`src/rtl/nn_ctrl_pkg.sv`:
```
// Shared types and helpers for the neural-net stage burst-buffer controller.
package nn_ctrl_pkg;

  localparam int unsigned SLOT_MAX_W = 16;

  typedef enum logic {
    IDLE = 1'b0,
    READ = 1'b1
  } rd_state_e;

  typedef logic [31:0] float_24_8;

  // Slot index increment that wraps back to 0 after the last configured slot.
  function automatic logic [SLOT_MAX_W-1:0] slot_wrap_inc(
    input logic [SLOT_MAX_W-1:0] slot,
    input logic [SLOT_MAX_W-1:0] last
  );
    return (slot == last) ? '0 : slot + SLOT_MAX_W'(1);
  endfunction

endpackage

```
`src/rtl/nn_delay_line.sv`:
```
// Fixed-length shift register with synchronous active-high clear.
module nn_delay_line #(
  parameter int unsigned W = 1,
  parameter int unsigned N = 1
) (
  input  logic         clk,
  input  logic         reset,
  input  logic [W-1:0] d_i,
  output logic [W-1:0] q_o
);

  logic [N*W-1:0] sr_q;

  generate
    if (N == 1) begin : g_single
      always_ff @(posedge clk) begin
        if (reset) sr_q <= '0;
        else       sr_q <= d_i;
      end
    end else begin : g_multi
      always_ff @(posedge clk) begin
        if (reset) sr_q <= '0;
        else       sr_q <= {sr_q[(N-1)*W-1:0], d_i};
      end
    end
  endgenerate

  assign q_o = sr_q[N*W-1 -: W];

endmodule

```
`src/rtl/nn_stage_ctrl_fifo_p.sv`:
```
// Burst-buffer controller: fills RAM slots from a ready/valid stream and replays
// each full slot a configurable number of passes before retiring it.
module nn_stage_ctrl_fifo_p
  import nn_ctrl_pkg::*;
#(
  parameter int unsigned DW      = 32,
  parameter int unsigned LW      = 3,
  parameter int unsigned DPW     = 3,
  parameter int unsigned PW      = 2,
  parameter int unsigned TW      = 4,
  parameter int unsigned ACT_DLY = 12,
  parameter int unsigned WB_DLY  = 4
) (
  input  logic               clk,
  input  logic               reset,
  input  logic [LW-1:0]      cfg_length,
  input  logic [DPW-1:0]     cfg_depth,
  input  logic [PW-1:0]      cfg_passes,
  input  logic [DW-1:0]      in_data,
  input  logic               in_vld,
  output logic               in_rdy,
  input  logic               rd_stall,
  output logic               wr_en,
  output logic [DPW+LW-1:0]  wr_addr,
  output logic [DW-1:0]      wr_data,
  output logic               rd_en,
  output logic [DPW+LW-1:0]  rd_addr,
  output logic [TW-1:0]      tap_addr,
  output logic [TW-1:0]      tap_wr_addr,
  output logic               pass_last,
  output logic               slot_retire,
  output logic               active,
  output logic [DPW:0]       occupancy
);

  localparam int unsigned OW = DPW + 1;

  logic [LW-1:0]  wr_word_q, wr_word_d;
  logic [DPW-1:0] wr_slot_q, wr_slot_d;
  logic [OW-1:0]  occ_q, occ_d;
  logic           fill_c;

  logic [LW-1:0]  rd_word_q, rd_word_d;
  logic [DPW-1:0] rd_slot_q, rd_slot_d;
  logic [PW-1:0]  pass_q, pass_d;
  logic [TW-1:0]  tap_q, tap_d;
  logic           word_last_c;

  rd_state_e      state_q, state_d;

  assign in_rdy    = (occ_q != (OW'(cfg_depth) + OW'(1)));
  assign wr_en     = in_vld & in_rdy;
  assign wr_data   = in_data;
  assign wr_addr   = {wr_slot_q, wr_word_q};
  assign rd_addr   = {rd_slot_q, rd_word_q};
  assign tap_addr  = tap_q;
  assign occupancy = occ_q;

  // Write-side word/slot counters; a slot becomes full on its last word.
  always_comb begin
    wr_word_d = wr_word_q;
    wr_slot_d = wr_slot_q;
    fill_c    = 1'b0;
    if (wr_en) begin
      if (wr_word_q == cfg_length) begin
        fill_c    = 1'b1;
        wr_word_d = '0;
        wr_slot_d = DPW'(slot_wrap_inc(SLOT_MAX_W'(wr_slot_q), SLOT_MAX_W'(cfg_depth)));
      end else begin
        wr_word_d = wr_word_q + LW'(1);
      end
    end
  end

  // Simultaneous fill and retire leave occupancy unchanged.
  always_comb begin
    occ_d = occ_q;
    if (fill_c && !slot_retire)      occ_d = occ_q + OW'(1);
    else if (!fill_c && slot_retire) occ_d = occ_q - OW'(1);
  end

  always_ff @(posedge clk) begin
    if (reset) state_q <= IDLE;
    else       state_q <= state_d;
  end

  // Stall freezes the FSM; leaving READ only when the last full slot retires.
  always_comb begin
    state_d = state_q;
    if (!rd_stall) begin
      case (state_q)
        IDLE:    if (occ_q != '0) state_d = READ;
        READ:    if (slot_retire && (occ_d == '0)) state_d = IDLE;
        default: state_d = IDLE;
      endcase
    end
  end

  assign word_last_c = (rd_word_q == cfg_length);

  always_comb begin
    rd_en       = 1'b0;
    pass_last   = 1'b0;
    slot_retire = 1'b0;
    if (state_q == READ && !rd_stall) begin
      rd_en = 1'b1;
      if (word_last_c) begin
        pass_last   = 1'b1;
        slot_retire = (pass_q == cfg_passes);
      end
    end
  end

  // Read-side word, tap, pass and slot counters advance only on rd_en.
  always_comb begin
    rd_word_d = rd_word_q;
    rd_slot_d = rd_slot_q;
    pass_d    = pass_q;
    tap_d     = tap_q;
    if (rd_en) begin
      if (word_last_c) begin
        rd_word_d = '0;
        tap_d     = '0;
        if (pass_q == cfg_passes) begin
          pass_d    = '0;
          rd_slot_d = DPW'(slot_wrap_inc(SLOT_MAX_W'(rd_slot_q), SLOT_MAX_W'(cfg_depth)));
        end else begin
          pass_d = pass_q + PW'(1);
        end
      end else begin
        rd_word_d = rd_word_q + LW'(1);
        tap_d     = tap_q + TW'(1);
      end
    end
  end

  always_ff @(posedge clk) begin
    if (reset) begin
      wr_word_q <= '0;
      wr_slot_q <= '0;
      occ_q     <= '0;
      rd_word_q <= '0;
      rd_slot_q <= '0;
      pass_q    <= '0;
      tap_q     <= '0;
    end else begin
      wr_word_q <= wr_word_d;
      wr_slot_q <= wr_slot_d;
      occ_q     <= occ_d;
      rd_word_q <= rd_word_d;
      rd_slot_q <= rd_slot_d;
      pass_q    <= pass_d;
      tap_q     <= tap_d;
    end
  end

  nn_delay_line #(.W(1), .N(ACT_DLY)) u_act_dly (
    .clk   (clk),
    .reset (reset),
    .d_i   (rd_en),
    .q_o   (active)
  );

  nn_delay_line #(.W(TW), .N(WB_DLY)) u_wb_dly (
    .clk   (clk),
    .reset (reset),
    .d_i   (tap_q),
    .q_o   (tap_wr_addr)
  );

endmodule
```
`config.mk`:
```
export PLATFORM = sky130hd
export DESIGN_NAME = nn_stage_ctrl_fifo_p
export DESIGN_NICKNAME = d
export VERILOG_FILES = /design/src/rtl/nn_ctrl_pkg.sv /design/src/rtl/nn_delay_line.sv /design/src/rtl/nn_stage_ctrl_fifo_p.sv
export SDC_FILE = /design/constraint.sdc
export NUM_CORES = 1
export LEC_CHECK = 0
export ABC_AREA = 1
export CELL_PAD_IN_SITES_DETAIL_PLACEMENT = 2
export CELL_PAD_IN_SITES_GLOBAL_PLACEMENT = 2
export CORE_UTILIZATION = 26
export CTS_BUF_LIST = sky130_fd_sc_hd__clkbuf_2
export CTS_CLUSTER_DIAMETER = 30
export CTS_CLUSTER_SIZE = 28
export DETAILED_ROUTE_END_ITERATION = 16
export GPL_TIMING_DRIVEN = 0
export MAX_ROUTING_LAYER = met4
export PLACE_DENSITY = 0.93
export RECOVER_POWER = 100
export SETUP_SLACK_MARGIN = 0.2
export SLEW_MARGIN = 15
export SYNTH_ARGS = -nofsm -noshare
export SYNTH_HDL_FRONTEND = slang
export SYNTH_SLANG_ARGS = --single-unit
```
`constraint.sdc`:
```
create_clock -name clk -period 2.7 [get_ports clk]
set_input_delay 0.54 -clock clk [delete_from_list [all_inputs] [get_ports clk]]
set_output_delay 0.54 -clock clk [all_outputs]
set_load 0.05 [all_outputs]
```
==> results of run 1 <==
[layout by cell type, fill, tap and decap left out, types with 2 or more instances in the layout]
| cell | n |
|---|---|
| nand3_4 | 2 |
| nand2_1 | 57 |
| nand3_2 | 3 |
| o211ai_1 | 2 |
| inv_2 | 5 |
| clkbuf_1 | 8 |
| nand2_2 | 6 |
| ha_1 | 9 |
| a211oi_1 | 4 |
| a21oi_1 | 13 |
| dlygate4sd3_1 | 57 |
| clkbuf_2 | 8 |
| nor3_4 | 2 |
| nor2_2 | 2 |
| clkdlybuf4s50_1 | 5 |
| xor2_1 | 10 |
| buf_6 | 3 |
| dlymetal6s2s_1 | 2 |
| nor2_4 | 3 |
| inv_8 | 2 |
| dfxtp_1 | 49 |
| o21ai_0 | 2 |
| nand3_1 | 12 |
| nand4_1 | 5 |
| xnor2_1 | 8 |
| inv_1 | 55 |
| dfxtp_2 | 2 |
| nor2_1 | 38 |
| buf_4 | 40 |
[cells in the mapped netlist]
master    count  area share (%)
nand3_1      11             2.1
nand2_2       7             1.6
nand2_1      57             8.0
o21ai_0       2            0.37
a211oi_1      4             1.1
nand3_2       4             1.5
nor3_4        2             1.2
ha_1          9             4.2
buf_6         3             1.3
nor2_4        2            0.84
nand2_8       1            0.75
inv_2         5            0.70
buf_2         1            0.19
a21oi_1      13             2.4
buf_4        36              10
a21oi_2       1            0.33
clkbuf_1      4            0.56
nand3_4       2             1.3
nor2_1       37             5.2
o211ai_1      2            0.56
a32o_1        1            0.37
xor2_1       10             3.3
o22ai_1       1            0.23
nor2_2        4            0.94
dfxtp_1      51              38
nand4_2       1            0.47
inv_1        55             7.7
nor3_1        1            0.19
nand4_1       4            0.94
inv_6         1            0.33
xnor2_1       8             2.6
clkinv_1      1            0.14
o21a_1        1            0.28
[power groups by stage]
stage / clock network (mW) / logic, mW / registers [mW]
floorplan: 0 / 0.310 / 0.854
global placement: 0 / 0.487 / 0.813
detailed placement: 0 / 0.507 / 0.815
CTS: 0.365 / 0.513 / 0.803
global route: 0.399 / 0.519 / 0.807
finish: 0.349 / 0.481 / 0.801
[routing by layer]
metal | global-route usage [%] | routed length, um | up-vias
met3 | 2.76 | 343 | 6
met1 | 16.4 | 2970 | 1176
met4 | 4.23 | 61 | 0
met2 | 28.5 | 4200 | 65
met5 | - | 0 | -
li1 | - | - | 1172
[state kept, by name, indices dropped and copies added, names as in the netlist]
signal          count
occupancy           4
pass_q              2
rd_slot_q           3
rd_word_q           3
state_q             1
tap_addr            4
u_act_dly.sr_q     12
u_wb_dly.sr_q      16
wr_slot_q           3
wr_word_q           3
[stage by stage]
| stage | power, mW | instance area [sq um] | std cells | hold WS, ns |
|---|---|---|---|---|
| CTS | 1.68 | 3640 | 556 | 0.414 |
| global placement | 1.30 | 3560 | 547 | 0.390 |
| floorplan | 1.16 | 2680 | 342 | 0.388 |
| global route | 1.73 | 3620 | 560 | 0.410 |
| detailed placement | 1.32 | 3560 | 547 | 0.402 |
| finish | 1.63 | 3620 | 560 | 0.413 |
[cell type report]
cell class / instances / area [sq um] / area share, %
Clock buffer: 5 / 25.0 / 0.692
Sequential cell: 51 / 1020 / 28.3
Multi-Input combinational cell: 185 / 1090 / 30.1
Tap cell: 133 / 166 / 4.60
Clock inverter: 3 / 27.5 / 0.761
Timing Repair Buffer: 77 / 729 / 20.2
Buffer: 44 / 317 / 8.75
Inverter: 62 / 240 / 6.64
[worst reg2reg max path, delay by kind of cell, from the launching register on]
kind / cells / cell delay (ns)
and+or+nand+nor: 9 / 1.25
buffers and inverters: 3 / 0.51
DFF: 1 / 0.45
AOI/OAI and AO/OA: 1 / 0.06
[logic make-up after synthesis]
| group | Yosys count | synth area share (%) |
|---|---|---|
| buf+inv | 106 | 21.0 |
| xor+xnor | 18 | 5.89 |
| flops | 51 | 38.2 |
| simple gates | 133 | 25.0 |
| compound gates | 25 | 5.71 |
| fa+ha+maj | 9 | 4.21 |
[timing repair]
| action | in CTS | in global routing |
|---|---|---|
| buffers inserted | 1 | 4 |
| endpoints found under the setup margin | 5 | 7 |
| gates resized for setup | 33 | 14 |
| pin swaps | 2 | 2 |
| cloned | 0 | 0 |
[worst max-delay path by stage]
stage | from | endpoint | slack [ns] | depth (start not counted)
global placement | cfg_depth[1] | wr_en | -0.72 | 11
floorplan | occupancy[2] | wr_en | 0.38 | 7
CTS | cfg_depth[1] | wr_en | 0.13 | 10
detailed placement | cfg_depth[1] | wr_en | -0.82 | 11
finish | cfg_length[1] | slot_retire | 0.20 | 9
global route | rd_word_q[0] | pass_last | 0.09 | 6
==> flow_summary_export.csv, run 1 <==
group,metric,value,unit
cts,cts_max_level,2,
worst_setup_path,r2r-start,"rd_word_q[1]",
worst_setup_path,worstPathRequired,2.16,ns
power_and_ir_drop,swShare,38.0,%
cts,cts_buffers,5,
timing,setup_viol,0,
cts,cts_hold_buf,0,
cts,cts.sinks,51,
synthesis,ys.warnings.count,0,
drt,first_pass_iters,4,
synthesis,ys_seq_area_share,38.2,%
drt,dr_total_vias,2419,
timing,maxSlewHeadroom,54.6,%
worst_hold_path,whs_path_depth,2,
synthesis,syn_area,0.00268,sq mm
floorplanning,coreArea,0.00986,sq mm
worst_setup_path,cp_common_cell,"nand2_1",
placement,pre_cts_slack,-0.824,ns
timing,fin_skew,0.0259,ns
cts,path_clk_slew,0.31,ns
worst_setup_path,r2r_end,"state_q",
timing,max_freq,399,MHz
timing,fin_crit_sh,92.7,%
global_routing,grt_util_all_layers,15.3,%
cts,clkLatencyLatePin,0.45,ns
drt,vias_per_cell,4.32,
power_and_ir_drop,power_switching,620,uW
worst_setup_path,critPathMaxStageDelay,0.44,ns
global_routing,antenna_found_initial,0,
floorplanning,pin_count,106,
worst_setup_path,worstPathMaxFanout,4,
floorplanning,die-area,0.0107,sq mm
global_routing,grt_first_pass_wirelength,12.0,mm
drt,drc_errors,0,
cts,clockBufferDepth,2,
global_routing,grt_max_degree,19,
worst_setup_path,cp_slowest_cell,"clkdlybuf4s50_1",
placement,portBuffers,72,
worst_hold_path,holdPathEnd,"u_act_dly.sr_q[6]",
worst_setup_path,r2r_cells,13,
worst_setup_path,path_cells,"clkdlybuf4s50_1, inv_1, nand2_1, nand2_1, nand2_1, nor2_4, nand3_4, inv_8, clkbuf_2",
timing,rsz0062_at_grt,"true",
power_and_ir_drop,p_seq_share,49.1,%
drt,routedWlPerCell,13.5,um
drt,wirelength,7.58,mm
worst_setup_path,arrival,1.96,ns
final_layout,filler_cell_count,1136,
synthesis,avgSynthCellArea,7.82,sq um
drt,dr.first_iter.drc_count,45,
final_layout,fin_nets,479,
power_and_ir_drop,pwr-share-clk,21.4,%
worst_setup_path,path_buf_inv,4,
power_and_ir_drop,irDropWorstVdd,0.000169,V
worst_hold_path,hold_start,"u_act_dly.sr_q[5]",
flow_run,drv_cap,0,
worst_setup_path,rrSetupSlack,0.41,ns
placement,globalplace.congestion,0.788,
final_layout,drive_gt1_share,19.9,%
worst_setup_path,cp-end-kind,"output port",
floorplanning,die_h,103,um
timing,final_hold_viol_count,0,
worst_hold_path,hold_path_class,"register to register",
synthesis,ys_types,33,
worst_setup_path,timing_worst_setup_path_type,"input pin to output port",
drt,ant_nets,0,
global_routing,grt-ovfl-total,0,
timing,tightest_slew,0.682,ns
power_and_ir_drop,intPower,1.01,mW
final_layout,diodes,0,
synthesis,synth-seq-cells,51,
placement,dp_hpwl,6.01,mm
global_routing,grt_pass1_vias,2520,
synthesis,syn-num-nets,395,
cts,cts-root-buf,"clkbuf_2",
timing,finalWorstPathRequiredPeriod,2.50,ns
floorplanning,row_count,36,
final_layout,final_core_util,36.7,%
timing,layout_setup_ws,0.196,ns
worst_setup_path,crit_family,"buffers and inverters",
floorplanning,die_w,103,um
cts,cts_tree,"yes",
timing,setup-tns-final,0,ns
power_and_ir_drop,p_leak,1.67,nW
floorplanning,start_util,27.1,%
worst_setup_path,crit_path_start_kind,"input pin",
final_layout,area_growth,35.2,%
outcome,status,"finished clean",
timing,slew_violations,0,
power_and_ir_drop,p_comb_share,29.5,%
synthesis,synth_cells,342,
power_and_ir_drop,powerDensity,451,mW/mm^2
No activity file was read; power rests on OpenSTA's default activity.
==> run 2: changes to the inputs <==
Settings changed: CTS_CLUSTER_SIZE 28 to 24.
==> results of run 2 <==
The final DEF is identical to that of run 1; final timing and power are the same.
==> run 3: changes to the inputs <==
Settings changed: HOLD_SLACK_MARGIN set to 0.03.
==> results of run 3 <==
The final DEF is identical to that of run 1; final timing and power are the same.
